[config.mk]
export PLATFORM = sky130hd
export DESIGN_NAME = alu16_muldiv_seq
export DESIGN_NICKNAME = d
export VERILOG_FILES = /design/src/rtl/alu16_muldiv_seq.sv
export SDC_FILE = /design/constraint.sdc
export NUM_CORES = 1
export LEC_CHECK = 0
export CORE_MARGIN = 5
export CORE_UTILIZATION = 40
export DETAILED_ROUTE_END_ITERATION = 6
export DONT_BUFFER_PORTS = 1
export GPL_ROUTABILITY_DRIVEN = 0
export GPL_TIMING_DRIVEN = 0
export SLEW_MARGIN = 20
export SYNTH_ARGS = -nofsm -noshare
export SYNTH_HDL_FRONTEND = slang
export SYNTH_SLANG_ARGS = --single-unit
export TNS_END_PERCENT = 30
[constraint.sdc]
create_clock -name clk -period 2.9 [get_ports clk]
set_input_delay 0.145 -clock clk [delete_from_list [all_inputs] [get_ports clk]]
set_output_delay 0.145 -clock clk [all_outputs]
set_load 0.01 [all_outputs]
[src/rtl/alu16_muldiv_seq.sv]
// alu16_muldiv_seq: multi-cycle sequencer that borrows the shared 16-bit ripple ALU
// to perform unsigned 16x16 shift-add multiply and unsigned 16/16 restoring divide.
// One ALU pass per operand bit. A zero divisor bypasses the iteration loop.
module alu16_muldiv_seq #(
    parameter logic [2:0] ALU_OP_ADD = 3'b010,
    parameter int         ITER       = 16
) (
    input  logic        clk,
    input  logic        rst,
    // request side
    input  logic        in_valid,
    output logic        in_ready,
    input  logic        in_div,
    input  logic [15:0] in_a,
    input  logic [15:0] in_b,
    // result side
    output logic        out_valid,
    input  logic        out_ready,
    output logic [15:0] out_hi,
    output logic [15:0] out_lo,
    output logic        out_div0,
    // shared ALU
    output logic [15:0] alu_a,
    output logic [15:0] alu_b,
    output logic        alu_cin,
    output logic        alu_ainvert,
    output logic        alu_bnegate,
    output logic        alu_less,
    output logic [2:0]  alu_op,
    input  logic [15:0] alu_result,
    input  logic        alu_cout
);

    localparam int CW = $clog2(ITER);

    // DIVZ is the single cycle spent turning a zero-divisor request into its result
    typedef enum logic [1:0] {
        S_IDLE,
        S_STEP,
        S_DIVZ,
        S_DONE
    } state_t;

    state_t          state;
    state_t          state_nxt;
    logic [15:0]     hi;       // mul: running upper product; div: partial remainder
    logic [15:0]     lo;       // mul: multiplier shifting out; div: dividend in / quotient out
    logic [15:0]     opnd;     // multiplicand or divisor, held for the whole operation
    logic [CW-1:0]   cnt;
    logic            is_div;
    logic            div0;
    logic [15:0]     div_s;    // partial remainder shifted left by one, low 16 bits
    logic            div_ok;   // shifted remainder >= divisor: this quotient bit is 1

    assign div_s  = {hi[14:0], lo[15]};
    // A set msb means the 17-bit shifted remainder already exceeds any 16-bit divisor
    assign div_ok = hi[15] | alu_cout;

    assign in_ready    = (state == S_IDLE);
    assign out_valid   = (state == S_DONE);
    assign out_hi      = hi;
    assign out_lo      = lo;
    assign out_div0    = div0;
    assign alu_ainvert = 1'b0;
    assign alu_less    = 1'b0;
    assign alu_op      = ALU_OP_ADD;

    // State register
    always_ff @(posedge clk) begin
        // NOTE: every clocked assignment is non-blocking so all registers update from
        // the same pre-edge values, regardless of statement order.
        if (rst) state <= S_IDLE;
        else     state <= state_nxt;
    end

    // Next-state decode
    always_comb begin
        // NOTE: defaults first so every path assigns every output and no latch is inferred.
        state_nxt = state;
        unique case (state)
            S_IDLE: if (in_valid) state_nxt = (in_div && in_b == 16'd0) ? S_DIVZ : S_STEP;
            S_STEP: if (cnt == CW'(ITER - 1)) state_nxt = S_DONE;
            S_DIVZ: state_nxt = S_DONE;
            S_DONE: if (out_ready) state_nxt = S_IDLE;
            default: state_nxt = S_IDLE;
        endcase
    end

    // ALU steering: add for multiply, subtract (b inverted, carry in) for divide
    always_comb begin
        alu_a       = 16'd0;
        alu_b       = 16'd0;
        alu_cin     = 1'b0;
        alu_bnegate = 1'b0;
        if (state == S_STEP) begin
            alu_b = opnd;
            if (is_div) begin
                alu_a       = div_s;
                alu_cin     = 1'b1;
                alu_bnegate = 1'b1;
            end else begin
                alu_a = hi;
            end
        end
    end

    // Datapath: operand capture, one multiply/divide iteration per STEP cycle, div0 result
    always_ff @(posedge clk) begin
        if (rst) begin
            hi     <= 16'd0;
            lo     <= 16'd0;
            opnd   <= 16'd0;
            cnt    <= '0;
            is_div <= 1'b0;
            div0   <= 1'b0;
        end else begin
            unique case (state)
                S_IDLE: begin
                    if (in_valid) begin
                        is_div <= in_div;
                        opnd   <= in_div ? in_b : in_a;
                        hi     <= 16'd0;
                        lo     <= in_div ? in_a : in_b;
                        cnt    <= '0;
                        div0   <= 1'b0;
                    end
                end
                S_STEP: begin
                    cnt <= cnt + CW'(1);
                    if (is_div) begin
                        hi <= div_ok ? alu_result : div_s;
                        lo <= {lo[14:0], div_ok};
                    end else if (lo[0]) begin
                        {hi, lo} <= {alu_cout, alu_result, lo[15:1]};
                    end else begin
                        {hi, lo} <= {1'b0, hi, lo[15:1]};
                    end
                end
                S_DIVZ: begin
                    hi   <= lo;          // dividend passed through as remainder
                    lo   <= 16'hFFFF;
                    div0 <= 1'b1;
                end
                S_DONE: ;                // results held until handed off
                default: ;
            endcase
        end
    end

endmodule

==> results by group, run 1 <==
STA
  • Hold violation count in the final report: 0
  • Final worst path period share: 0.7111
  • Clock Skews: approximately 0.0094 ns
  • Highest attainable clock frequency: 484.9 MHz
  • Worst-Margin Slew: about 0.63 ns
  • Max-slew violation total from the final report: 0
  • Unrepaired setup endpoints after global routing: false
  • Worst Setup Slack, final: around 0.84 ns
  • Crit path time final: about 2.1 ns
  • Headroom to the max-slew limit: 0.5755
  • Number of setup violations in the final report: 0
  • Setup Total Neg Slack: 0 ns

Global routing
  • Initial antenna violation count: 0
  • Remaining global-route overflow: 0
  • Number of global-route vias before repair: about 3500
  • Global routing usage summed across all routing layers: 0.2013
  • Global-route track usage on met1: 0.2690
  • Maximum number of pins on one net before global-route repair: 17
  • First-pass GRT wire length: around 19000 um
  • Layer carrying the most global-route usage: met2
  • Met3 usage: 0.06694
  • GR Util met2: 0.3117

Synthesis
  • Synth unique cells: between 50 and 60
  • Dominant combinational cell family by area after synthesis: compound AO/OA/AOI/OAI gates
  • Post-synth design cell area: slightly below 4000 sq um
  • Sequential fraction of the synthesis area: 0.2836
  • Largest cells by area after synthesis: sky130_fd_sc_hd__dfxtp_1 (28%), sky130_fd_sc_hd__mux2i_1 (8.4%), sky130_fd_sc_hd__a211oi_1 (7.8%), sky130_fd_sc_hd__mux2_2 (6.0%), sky130_fd_sc_hd__a21oi_1 (4.2%)
  • Synthesized-area fraction occupied by xor and xnor cells: 0
  • Syn. warnings: 0
  • Adder-cell share of the synthesized area: 0.02216
  • Simple-gate share of the synthesized area: 0.2130
  • Number of standard cells after synthesis: between 400 and 500
  • Number of flops mapped to enable cells by yosys: 0
  • Mux cell area share after synthesis: 0.1671
  • Main flop type after synthesis: sky130_fd_sc_hd__dfxtp_1
  • Area share of the leading cell type in the synthesized netlist: 0.2836
  • Flop and latch count out of synthesis: 56
  • Share of flip-flops with an asynchronous set or reset after synthesis: 0
  • Synthesized area per cell: between 8 and 9 sq um
  • Complex-gate fraction of the synthesized area: 0.2301
  • Post-synth top area cell: sky130_fd_sc_hd__dfxtp_1

Pwr
  • VDD IR max: about 360 uV
  • Power density normalized to cell area: ~860 nW/um^2
  • Reported leakage power: 1.549 nW
  • Total power after layout: 3.645 mW

Finish
  • Number of nets in the finished design: 539
  • Area Overhead vs Synth: 6.869%
  • Share of layout cells above drive strength 1: 0.1503
  • N_diodes: 0
  • Layout fillers: around 1000
  • Fin util: 0.4362

Routing
  • DR WL/cell: 20.19 um
  • Vias after detailed routing: 3593
  • Number of DRC markers in iteration 0: 236
  • DRC violations left: 0
  • Avg Vias per Cell: around 5.9
  • Detailed Routing Iterations Pass 1: 5
  • Routed wire length: ~12000 um
  • Antenna Nets Post-Route: 0

Die
  • IO Count: 128
  • Die outline area: between 10000 and 15000 sq um
  • Die Span X: around 110 um
  • Standard-cell row count: 36
  • Vertical extent of the die: 109.4 um
  • Initial standard-cell utilization of the core: 0.4081
  • Placeable core area: 9684 sq um

Critical path
  • Library cell contributing the largest single delay on the critical path: sky130_fd_sc_hd__dfxtp_1
  • Classification of the worst setup path: reg -> reg
  • Endpoint type of the worst setup path: register
  • Maximum single-stage delay on the critical path: slightly above 0.4 ns
  • Ordered list of cells on the worst path: inv_1, ha_1, buf_2, clkbuf_1, a211oi_1, or3_1, a21oi_1
  • Worst path arrival time: 2.31 ns
  • CP Launch Type: register
  • Reg2reg start: state[1]$_SDFFE_PP0P_
  • Data required time of the worst path: around 3.1 ns
  • Highest fanout seen on the critical path: 10
  • Crit path from: state[1]$_SDFFE_PP0P_

CTS
  • Post-CTS setup-driven buffer insertion count: 0
  • CTS tree: yes
  • Later-pin clock latency in the skew report: 0.31 ns
  • TritonCTS Buffers: 5
  • H-Tree Depth: 2
  • Hold buffers post-CTS: 0
  • Master cell of the clock root buffer: sky130_fd_sc_hd__clkbuf_8
  • CTS-repair resized insts: 0
  • Count of clock tree sinks: 56
  • Maximum buffer depth of the clock tree: 2
  • Clock slew at reported path FFs: 0.10 ns

Outcome
  • Status: complete, no violations

Job
  • Number of max-capacitance violations reported: 0

Worst hold path
  • Beginning of the worst hold path: in_a[5]
  • Type of the tightest min-delay check: in -> reg

Placement
  • Port buffer count: 0
  • Placed wire-length estimate after detailed placement: roughly 9600 um
  • Setup slack at placement: just under 0.9 ns
-- Yosys cell counts, types with 3 or more instances --
| cell type | count |
|---|---|
| sky130_fd_sc_hd__a211oi_1 | 41 |
| sky130_fd_sc_hd__or3_1 | 15 |
| sky130_fd_sc_hd__buf_6 | 4 |
| sky130_fd_sc_hd__mux2_1 | 7 |
| sky130_fd_sc_hd__nand3b_1 | 6 |
| sky130_fd_sc_hd__dfxtp_1 | 56 |
| sky130_fd_sc_hd__a221o_1 | 8 |
| sky130_fd_sc_hd__inv_1 | 7 |
| sky130_fd_sc_hd__o21ai_0 | 15 |
| sky130_fd_sc_hd__mux2i_1 | 33 |
| sky130_fd_sc_hd__nor2_1 | 40 |
| sky130_fd_sc_hd__and2_1 | 19 |
| sky130_fd_sc_hd__nand2_1 | 27 |
| sky130_fd_sc_hd__a311oi_1 | 8 |
| sky130_fd_sc_hd__ha_1 | 7 |
| sky130_fd_sc_hd__nor2b_1 | 25 |
| sky130_fd_sc_hd__mux2_2 | 21 |
| sky130_fd_sc_hd__buf_2 | 15 |
| sky130_fd_sc_hd__buf_4 | 13 |
| sky130_fd_sc_hd__a222oi_1 | 7 |
| sky130_fd_sc_hd__nor2_2 | 3 |
| sky130_fd_sc_hd__a21oi_1 | 33 |
| sky130_fd_sc_hd__clkbuf_1 | 15 |
| sky130_fd_sc_hd__nand2b_1 | 7 |
| sky130_fd_sc_hd__o32ai_1 | 3 |
-- metrics by stage --
step	hold WS, ns	cells	instance area (sq um)
after floorplan	0.3787	471	3964
after global placement	0.3859	604	4130
after detailed placement	0.3923	604	4130
after CTS	0.05881	612	4224
after global routing	0.04578	612	4224
final	0.06510	612	4224
-- per-layer routing --
metal  routed length, um  vias up
met5                   0        -
met3                1350        9
met2                5638      158
met1                5274     1698
li1                    -     1728
met4                  95        0
-- placed cells by master, fill, tap and decap left out, types with 2 or more instances in the layout --
cell                       instances
sky130_fd_sc_hd__dfxtp_1          56
sky130_fd_sc_hd__a211oi_1         41
sky130_fd_sc_hd__nor2_1           40
sky130_fd_sc_hd__mux2i_1          33
sky130_fd_sc_hd__a21oi_1          33
sky130_fd_sc_hd__nand2_1          27
sky130_fd_sc_hd__nor2b_1          25
sky130_fd_sc_hd__mux2_2           21
sky130_fd_sc_hd__and2_1           19
sky130_fd_sc_hd__clkbuf_1         16
sky130_fd_sc_hd__buf_2            15
sky130_fd_sc_hd__o21ai_0          15
sky130_fd_sc_hd__or3_1            15
sky130_fd_sc_hd__buf_4            13
sky130_fd_sc_hd__a311oi_1          8
sky130_fd_sc_hd__a221o_1           8
sky130_fd_sc_hd__inv_1             7
sky130_fd_sc_hd__nand2b_1          7
sky130_fd_sc_hd__a222oi_1          7
sky130_fd_sc_hd__mux2_1            7
sky130_fd_sc_hd__ha_1              7
sky130_fd_sc_hd__nand3b_1          6
sky130_fd_sc_hd__clkbuf_8          6
sky130_fd_sc_hd__conb_1            5
sky130_fd_sc_hd__buf_6             4
sky130_fd_sc_hd__nor2_2            3
sky130_fd_sc_hd__o32ai_1           3
sky130_fd_sc_hd__o21ai_1           2
sky130_fd_sc_hd__nor4_1            2
sky130_fd_sc_hd__nand3_1           2
sky130_fd_sc_hd__a211o_1           2
sky130_fd_sc_hd__nor3_1            2
-- registers in the layout, summed over array words and instances (netlist names) --
register and cells:
state 2, cnt 4, out_lo 16, out_div0 1
is_div 1, opnd 16, out_hi 16
-- report_power, final --
group | switching [mW] | internal [mW]
Clock | 0.267 | 0.195
Sequential | 0.351 | 0.983
Combinational | 1.10 | 0.745
-- kinds of logic (layout without fill, tap and decap cells) --
kind of cell,Yosys count,in the layout
simple gates,157,157
mux,62,62
buf+inv,56,64
other cells,2,5
compound gates,128,128
fa+ha+maj,7,7
flops,56,56
-- final timing paths --
kind                             end  slack, ns  depth (start not counted)
max          out_lo[13]$_SDFFE_PP0P_       0.84                          7
min             opnd[5]$_SDFFE_PP0P_       0.07                          2
max reg2reg  out_lo[13]$_SDFFE_PP0P_       0.84                          7
min reg2reg      cnt[3]$_SDFFE_PP0P_       0.50                          2
-- worst max-delay path, delay by kind of cell, from the launching register on --
| family | cells | cell delay [ns] |
|---|---|---|
| buffers and inverters | 3 | 0.67 |
| adders and majority gates | 1 | 0.31 |
| and+or+nand+nor | 1 | 0.34 |
| AOI/OAI and AO/OA | 2 | 0.27 |
| DFF | 1 | 0.41 |
-- cell type report --
| type | count | area (sq um) | share of cell area |
|---|---|---|---|
| Buffer | 48 | 294.0 | 0.06961 |
| Clock buffer | 7 | 86.33 | 0.02044 |
| Clock inverter | 1 | 7.507 | 0.001777 |
| Multi-Input combinational cell | 359 | 2519 | 0.5963 |
| Tap cell | 133 | 166.4 | 0.03940 |
| Inverter | 8 | 30.03 | 0.007109 |
| Sequential cell | 56 | 1121 | 0.2654 |
Note: power is estimated with default switching activity, not from simulation.
==> run 2: changes to the inputs <==
- clock period: 2.9 -> 2 ns (I/O delays scaled with it)
==> run 2 against run 1 <==
Net effect: cell area up 0.59%; clock-buffer cell count unchanged; hold slack worse by 0.043 ns; power up 47%; clock skew up 0.0029 ns; utilization up 0.26 points; non-clock buffer count unchanged; die area unchanged; largest power group unchanged.
==> results by group, run 2 (synthesis gave the netlist of run 1 again) <==
Outcome
  • Status: complete, no violations

CTS
  • Hold buffers post-CTS: 0
  • Maximum buffer depth of the clock tree: 2
  • H-Tree Depth: 2
  • CTS-repair resized insts: 5
  • Clock slew at reported path FFs: ~0.1 ns
  • Count of clock tree sinks: between 50 and 60
  • CTS tree: yes
  • Later-pin clock latency in the skew report: slightly above 0.3 ns
  • TritonCTS Buffers: 5
  • Post-CTS setup-driven buffer insertion count: 0
  • Master cell of the clock root buffer: sky130_fd_sc_hd__clkbuf_8

Finish
  • Most common cell after layout, fill and taps aside: sky130_fd_sc_hd__dfxtp_1
  • Fin util: 0.4388
  • Layout fillers: between 900 and 1000
  • Area occupied by multi-input gates: approximately 2500 sq um
  • Commonest cells after routing, fill and taps aside: sky130_fd_sc_hd__dfxtp_1 (54), sky130_fd_sc_hd__a211oi_1 (41), sky130_fd_sc_hd__nor2_1 (40)
  • N_diodes: 0
  • Share of layout cells above drive strength 1: 0.1670
  • Area used by sequential logic in the layout: 1124 sq um
  • Number of nets in the finished design: roughly 540
  • Area Overhead vs Synth: 7.502%

Pwr
  • Logic pwr share: 0.510
  • Psw: ~2.5 mW
  • Reported leakage power: ~1.6 nW
  • Power density normalized to cell area: approximately 1300 nW/um^2
  • Switching part of the total: 0.4709
  • Clock network power share: 0.126
  • Internal power of the cells: between 2 and 3 mW
  • Fraction of power consumed by sequential logic: 0.364
  • VDD IR max: approximately 550 uV

Routing
  • DR WL/cell: a little over 20 um
  • DRC violations left: 0
  • Detailed Routing Iterations Pass 1: 6
  • Avg Vias per Cell: slightly below 6
  • Vias after detailed routing: between 3000 and 4000
  • Number of DRC markers in iteration 0: between 200 and 250
  • Antenna Nets Post-Route: 0
  • Routed wire length: roughly 12000 um

Global routing
  • Global routing usage summed across all routing layers: 0.2014
  • Number of global-route vias before repair: approximately 3500
  • Remaining global-route overflow: 0
  • First-pass GRT wire length: between 15000 and 20000 um
  • Maximum number of pins on one net before global-route repair: 17
  • Initial antenna violation count: 0

STA
  • Post-route worst hold slack: about 0.022 ns
  • Setup Total Neg Slack: 0 ns
  • Worst-Margin Slew: roughly 0.63 ns
  • Clock Skews: ~0.012 ns
  • Highest attainable clock frequency: 509.3 MHz
  • Unrepaired setup endpoints after global routing: true
  • Max-slew violation total from the final report: 0
  • Hold violation count in the final report: 0
  • Crit path time final: roughly 2.0 ns
  • Headroom to the max-slew limit: 0.5775
  • Number of setup violations in the final report: 0
  • Final worst path period share: 0.9818
  • Worst Setup Slack, final: about 0.036 ns

Worst hold path
  • Type of the tightest min-delay check: in -> reg

Placement
  • Setup slack at placement: -0.02517 ns
  • Port buffer count: 0
  • Placed wire-length estimate after detailed placement: 9569 um

Die
  • Initial standard-cell utilization of the core: 0.4081
  • Vertical extent of the die: ~110 um
  • Die outline area: 11970 sq um
  • Standard-cell row count: 36
  • Die Span X: 109.4 um
  • Placeable core area: around 9700 sq um
  • IO Count: ~130

Job
  • Number of max-capacitance violations reported: 0

Critical path
  • Endpoint type of the worst setup path: register
  • Highest fanout seen on the critical path: 10
  • CP Launch Type: register
  • Classification of the worst setup path: reg -> reg
  • Worst path arrival time: roughly 2.2 ns
  • Data required time of the worst path: approximately 2.2 ns
run 2: cell types whose count changed in the layout (fill, tap and decap cells not counted), moves of 2 or more:
| cell | change |
|---|---|
| sky130_fd_sc_hd__buf_2 | -3 |
| sky130_fd_sc_hd__clkbuf_1 | -4 |
| sky130_fd_sc_hd__clkbuf_2 | +4 |
| sky130_fd_sc_hd__clkbuf_4 | +2 |
| sky130_fd_sc_hd__dfxtp_1 | -2 |
| sky130_fd_sc_hd__dfxtp_2 | +2 |
run 2: critical path, cell delays in order (launching register included):
cell                      delay, ns
sky130_fd_sc_hd__dfxtp_2       0.37
sky130_fd_sc_hd__inv_1         0.09
sky130_fd_sc_hd__ha_1          0.33
sky130_fd_sc_hd__buf_4         0.18
sky130_fd_sc_hd__and2b_1       0.19
sky130_fd_sc_hd__and3_1        0.18
sky130_fd_sc_hd__buf_2         0.18
sky130_fd_sc_hd__a221o_1       0.35
run 2: per-layer routing:
layer | vias up | GRT usage | routed length [um]
met5 | - | 0 | 0
li1 | 1732 | - | -
met3 | 9 | 0.06694 | 1345
met1 | 1695 | 0.2694 | 5363
met2 | 145 | 0.3117 | 5608
met4 | 0 | 0.05165 | 95
run 2: area by class of cell:
cell class / instances / share of cell area
inverter: 8 / 0.007067
buffer: 48 / 0.07214
clock buffer: 7 / 0.02032
multi-input combinational: 359 / 0.5951
clock inverter: 1 / 0.001767
tap: 133 / 0.03916
sequential: 56 / 0.2644
run 2: path summary, 6_finish.rpt:
kind / from / to / slack [ns] / cells after the start
setup reg to reg: state[0]$_SDFFE_PP0P_ / out_hi[0]$_SDFFE_PP0P_ / 0.04 / 7
hold reg to reg: cnt[3]$_SDFFE_PP0P_ / cnt[3]$_SDFFE_PP0P_ / 0.50 / 2
setup / recovery: state[0]$_SDFFE_PP0P_ / out_hi[0]$_SDFFE_PP0P_ / 0.04 / 7
hold / removal: in_a[5] / opnd[5]$_SDFFE_PP0P_ / 0.02 / 2
run 2: per-stage QoR:
step                cell area, sq um  std cells  power, mW
detailed placement              4130        604      4.645
global route                    4249        612      5.768
global placement                4130        604      4.590
CTS                             4234        612      5.334
floorplan                       3964        471      3.844
finish                          4249        612      5.349
run 2: power groups by stage:
stage,Sequential [mW],Clock [mW],Combinational [mW]
final,1.94,0.675,2.73
after detailed placement,1.97,0,2.68
after CTS,1.94,0.692,2.70
after global routing,2.00,0.734,3.04
after global placement,1.96,0,2.63
after floorplan,1.77,0,2.08
==> run 3: changes to the inputs <==
- ABC_AREA: not set -> 1
- clock period: 2 -> 2.1 ns (I/O delays scaled with it)
==> run 3 against run 2 <==
Net effect: critical path depth decreased by 2; power shrank 7.6%; largest power group unchanged; wire length rose by 18%; synthesized cell count rose by 48%; utilization rose by 1.5 points; combinational power fell by 7%; cell area rose by 4.9%; critical path type is now reg -> out; clock-buffer cell count shrank 2; setup slack improved by 0.086 ns; clock power grew 6.4%; hold slack barely moved.
==> results by group, run 3 <==
Pwr
  • Logic pwr share: 0.513
  • Power density normalized to cell area: 1109 nW/um^2
  • Psw: approximately 2.5 mW
  • Total power after layout: about 5 mW
  • Fraction of power consumed by sequential logic: 0.342
  • VDD IR max: 499.2 uV
  • Internal power of the cells: around 2.4 mW
  • Clock network power share: 0.145
  • Switching part of the total: 0.5056
  • Reported leakage power: roughly 2 nW

Synthesis
  • Flop and latch count out of synthesis: 56
  • Number of flops mapped to enable cells by yosys: 0
  • Top cells by count, synth: sky130_fd_sc_hd__nand2_1 (224), sky130_fd_sc_hd__o21ai_0 (73), sky130_fd_sc_hd__a21oi_1 (66), sky130_fd_sc_hd__inv_1 (66), sky130_fd_sc_hd__dfxtp_1 (56)
  • Post-synth design cell area: 4050 sq um
  • Share of flip-flops with an asynchronous set or reset after synthesis: 0
  • Syn. warnings: 0
  • Sequential fraction of the synthesis area: 0.2768
  • Main flop type after synthesis: sky130_fd_sc_hd__dfxtp_1
  • Post-synth top area cell: sky130_fd_sc_hd__dfxtp_1
  • Most frequent cell after synthesis: sky130_fd_sc_hd__nand2_1
  • Synth unique cells: 26
  • Area share of the leading cell type in the synthesized netlist: 0.2768
  • Synthesized area per cell: roughly 6 sq um
  • Number of standard cells after synthesis: approximately 690
  • Largest cells by area after synthesis: sky130_fd_sc_hd__dfxtp_1 (28%), sky130_fd_sc_hd__nand2_1 (21%), sky130_fd_sc_hd__o21ai_0 (9.0%), sky130_fd_sc_hd__a21oi_1 (8.2%), sky130_fd_sc_hd__inv_1 (6.1%)

STA
  • Crit path time final: about 2.0 ns
  • Headroom to the max-slew limit: 0.5064
  • Post-route worst hold slack: between 0.02 and 0.025 ns
  • Clock Skews: ~0.011 ns
  • Max-slew violation total from the final report: 0
  • Hold violation count in the final report: 0
  • Highest attainable clock frequency: around 510 MHz
  • Unrepaired setup endpoints after global routing: true
  • Setup Total Neg Slack: 0 ns
  • Final worst path period share: 0.9416
  • Worst-Margin Slew: between 0.7 and 0.8 ns
  • Number of setup violations in the final report: 0

CTS
  • Later-pin clock latency in the skew report: 0.32 ns
  • CTS tree: yes
  • Master cell of the clock root buffer: sky130_fd_sc_hd__clkbuf_8
  • Maximum buffer depth of the clock tree: 2
  • TritonCTS Buffers: 5
  • H-Tree Depth: 2
  • Clock slew at reported path FFs: 0.09 ns
  • Count of clock tree sinks: 56

Finish
  • Number of nets in the finished design: about 780
  • Share of layout cells above drive strength 1: 0.07854
  • N_diodes: 0
  • Fin util: 0.4537
  • Non-filler instance count after layout: 846
  • Commonest cells after routing, fill and taps aside: sky130_fd_sc_hd__nand2_1 (224), sky130_fd_sc_hd__o21ai_0 (73), sky130_fd_sc_hd__inv_1 (66)
  • Layout fillers: around 1100
  • Most common cell after layout, fill and taps aside: sky130_fd_sc_hd__nand2_1
  • Area Overhead vs Synth: 10.01%

Job
  • Number of max-capacitance violations reported: 0

Global routing
  • Global routing usage summed across all routing layers: 0.2270
  • Number of global-route vias before repair: between 4000 and 5000
  • Initial antenna violation count: 0
  • Maximum number of pins on one net before global-route repair: 20
  • Remaining global-route overflow: 0
  • First-pass GRT wire length: ~23000 um

Routing
  • Number of DRC markers in iteration 0: 321
  • Antenna Nets Post-Route: 0
  • DRC violations left: 0
  • DR WL/cell: 17.31 um
  • Routed wire length: 14640 um
  • Detailed Routing Iterations Pass 1: 5
  • Avg Vias per Cell: around 5.4
  • Vias after detailed routing: 4593

Die
  • Initial standard-cell utilization of the core: 0.4125
  • Die Span X: 110.6 um
  • Standard-cell row count: 36
  • IO Count: roughly 130
  • Vertical extent of the die: 110.6 um
  • Die outline area: 12240 sq um
  • Placeable core area: 9819 sq um

Outcome
  • Status: complete, no violations

Critical path
  • Highest fanout seen on the critical path: 10
  • Classification of the worst setup path: reg -> out
  • Endpoint type of the worst setup path: output port
  • CP Launch Type: register
  • Data required time of the worst path: around 2 ns
  • Worst path arrival time: 1.87 ns

Worst hold path
  • Type of the tightest min-delay check: in -> reg

Placement
  • Number of placed cells counting well taps: 829
  • Port buffer count: 0
  • Placed wire-length estimate after detailed placement: ~11000 um
==> run 3: cell types whose count changed after synthesis, sizes merged, moves of 33 or more <==
cell,delta
nand2,+198
inv,+62
o21ai,+61
nand3,+40
a21oi,+33
mux2i,-33
==> run 3: power by group through the flow <==
stage	Combinational, mW	Sequential [mW]	Clock (mW)
6_report	2.53	1.69	0.718
3_3_place_gp	2.44	1.71	0
2_1_floorplan	1.83	1.56	0
3_5_place_dp	2.47	1.71	0
5_1_grt	2.79	1.72	0.773
4_1_cts	2.49	1.69	0.722
==> run 3: logic make-up after synthesis <==
group / Yosys count / synth area share
compound gates: 174 / 0.2302
buf+inv: 124 / 0.1406
simple gates: 330 / 0.3290
fa+ha+maj: 7 / 0.02162
other cells: 2 / 0.001854
flops: 56 / 0.2768
==> run 3: final timing paths <==
check	startpoint	to	slack [ns]	cells past startpoint
worst max-delay path	state[1]$_SDFFE_PP0P_	alu_a[15]	0.12	5
worst min-delay path	in_b[2]	opnd[2]$_SDFFE_PP0P_	0.02	2
worst max register to register	state[0]$_SDFFE_PP0P_	opnd[10]$_SDFFE_PP0P_	0.12	7
worst min register to register	opnd[9]$_SDFFE_PP0P_	opnd[9]$_SDFFE_PP0P_	0.47	2
==> run 3: routing by layer <==
layer | track usage | part of all wire | vias to the layer above
met3 | 0.06838 | 0.097 | 11
met4 | 0.05747 | 0.014 | 0
met1 | 0.2827 | 0.42 | 2104
li1 | - | - | 2259
met5 | 0 | 0 | -
met2 | 0.3823 | 0.47 | 219
==> run 3: worst max-delay path: stages, from the launching register on <==
cell,delay [ns]
sky130_fd_sc_hd__dfxtp_1,0.37
sky130_fd_sc_hd__inv_1,0.11
sky130_fd_sc_hd__ha_1,0.23
sky130_fd_sc_hd__buf_2,0.26
sky130_fd_sc_hd__nand2_1,0.20
sky130_fd_sc_hd__o21ai_0,0.39
==> run 3: final cells by class <==
type | count | area [sq um] | share of cell area
clock inverter | 1 | 30.03 | 0.006740
clock buffer | 5 | 68.82 | 0.01545
multi-input combinational | 516 | 2375 | 0.5330
inverter | 70 | 262.8 | 0.05897
sequential | 56 | 1121 | 0.2516
buffer | 53 | 311.5 | 0.06992
tap | 133 | 166.4 | 0.03735
timing repair buffer | 12 | 120.1 | 0.02696
==> run 3: per-stage QoR <==
step	setup slack, ns	instance area, sq um
after floorplan	0.5500	4061
after global placement	0.1292	4228
after detailed placement	0.09355	4228
after CTS	0.06933	4446
after global routing	-0.03084	4456
final	0.1227	4456
==> run 3: what timing repair did <==
action / CTS / global route
setup buffers: 0 / 0
setup endpoints to repair: 12 / 22
gates resized for setup: 2 / 6
hold buffers: 12 / 0
hold endpoints to repair: 12 / 0
pin swaps: 0 / 0
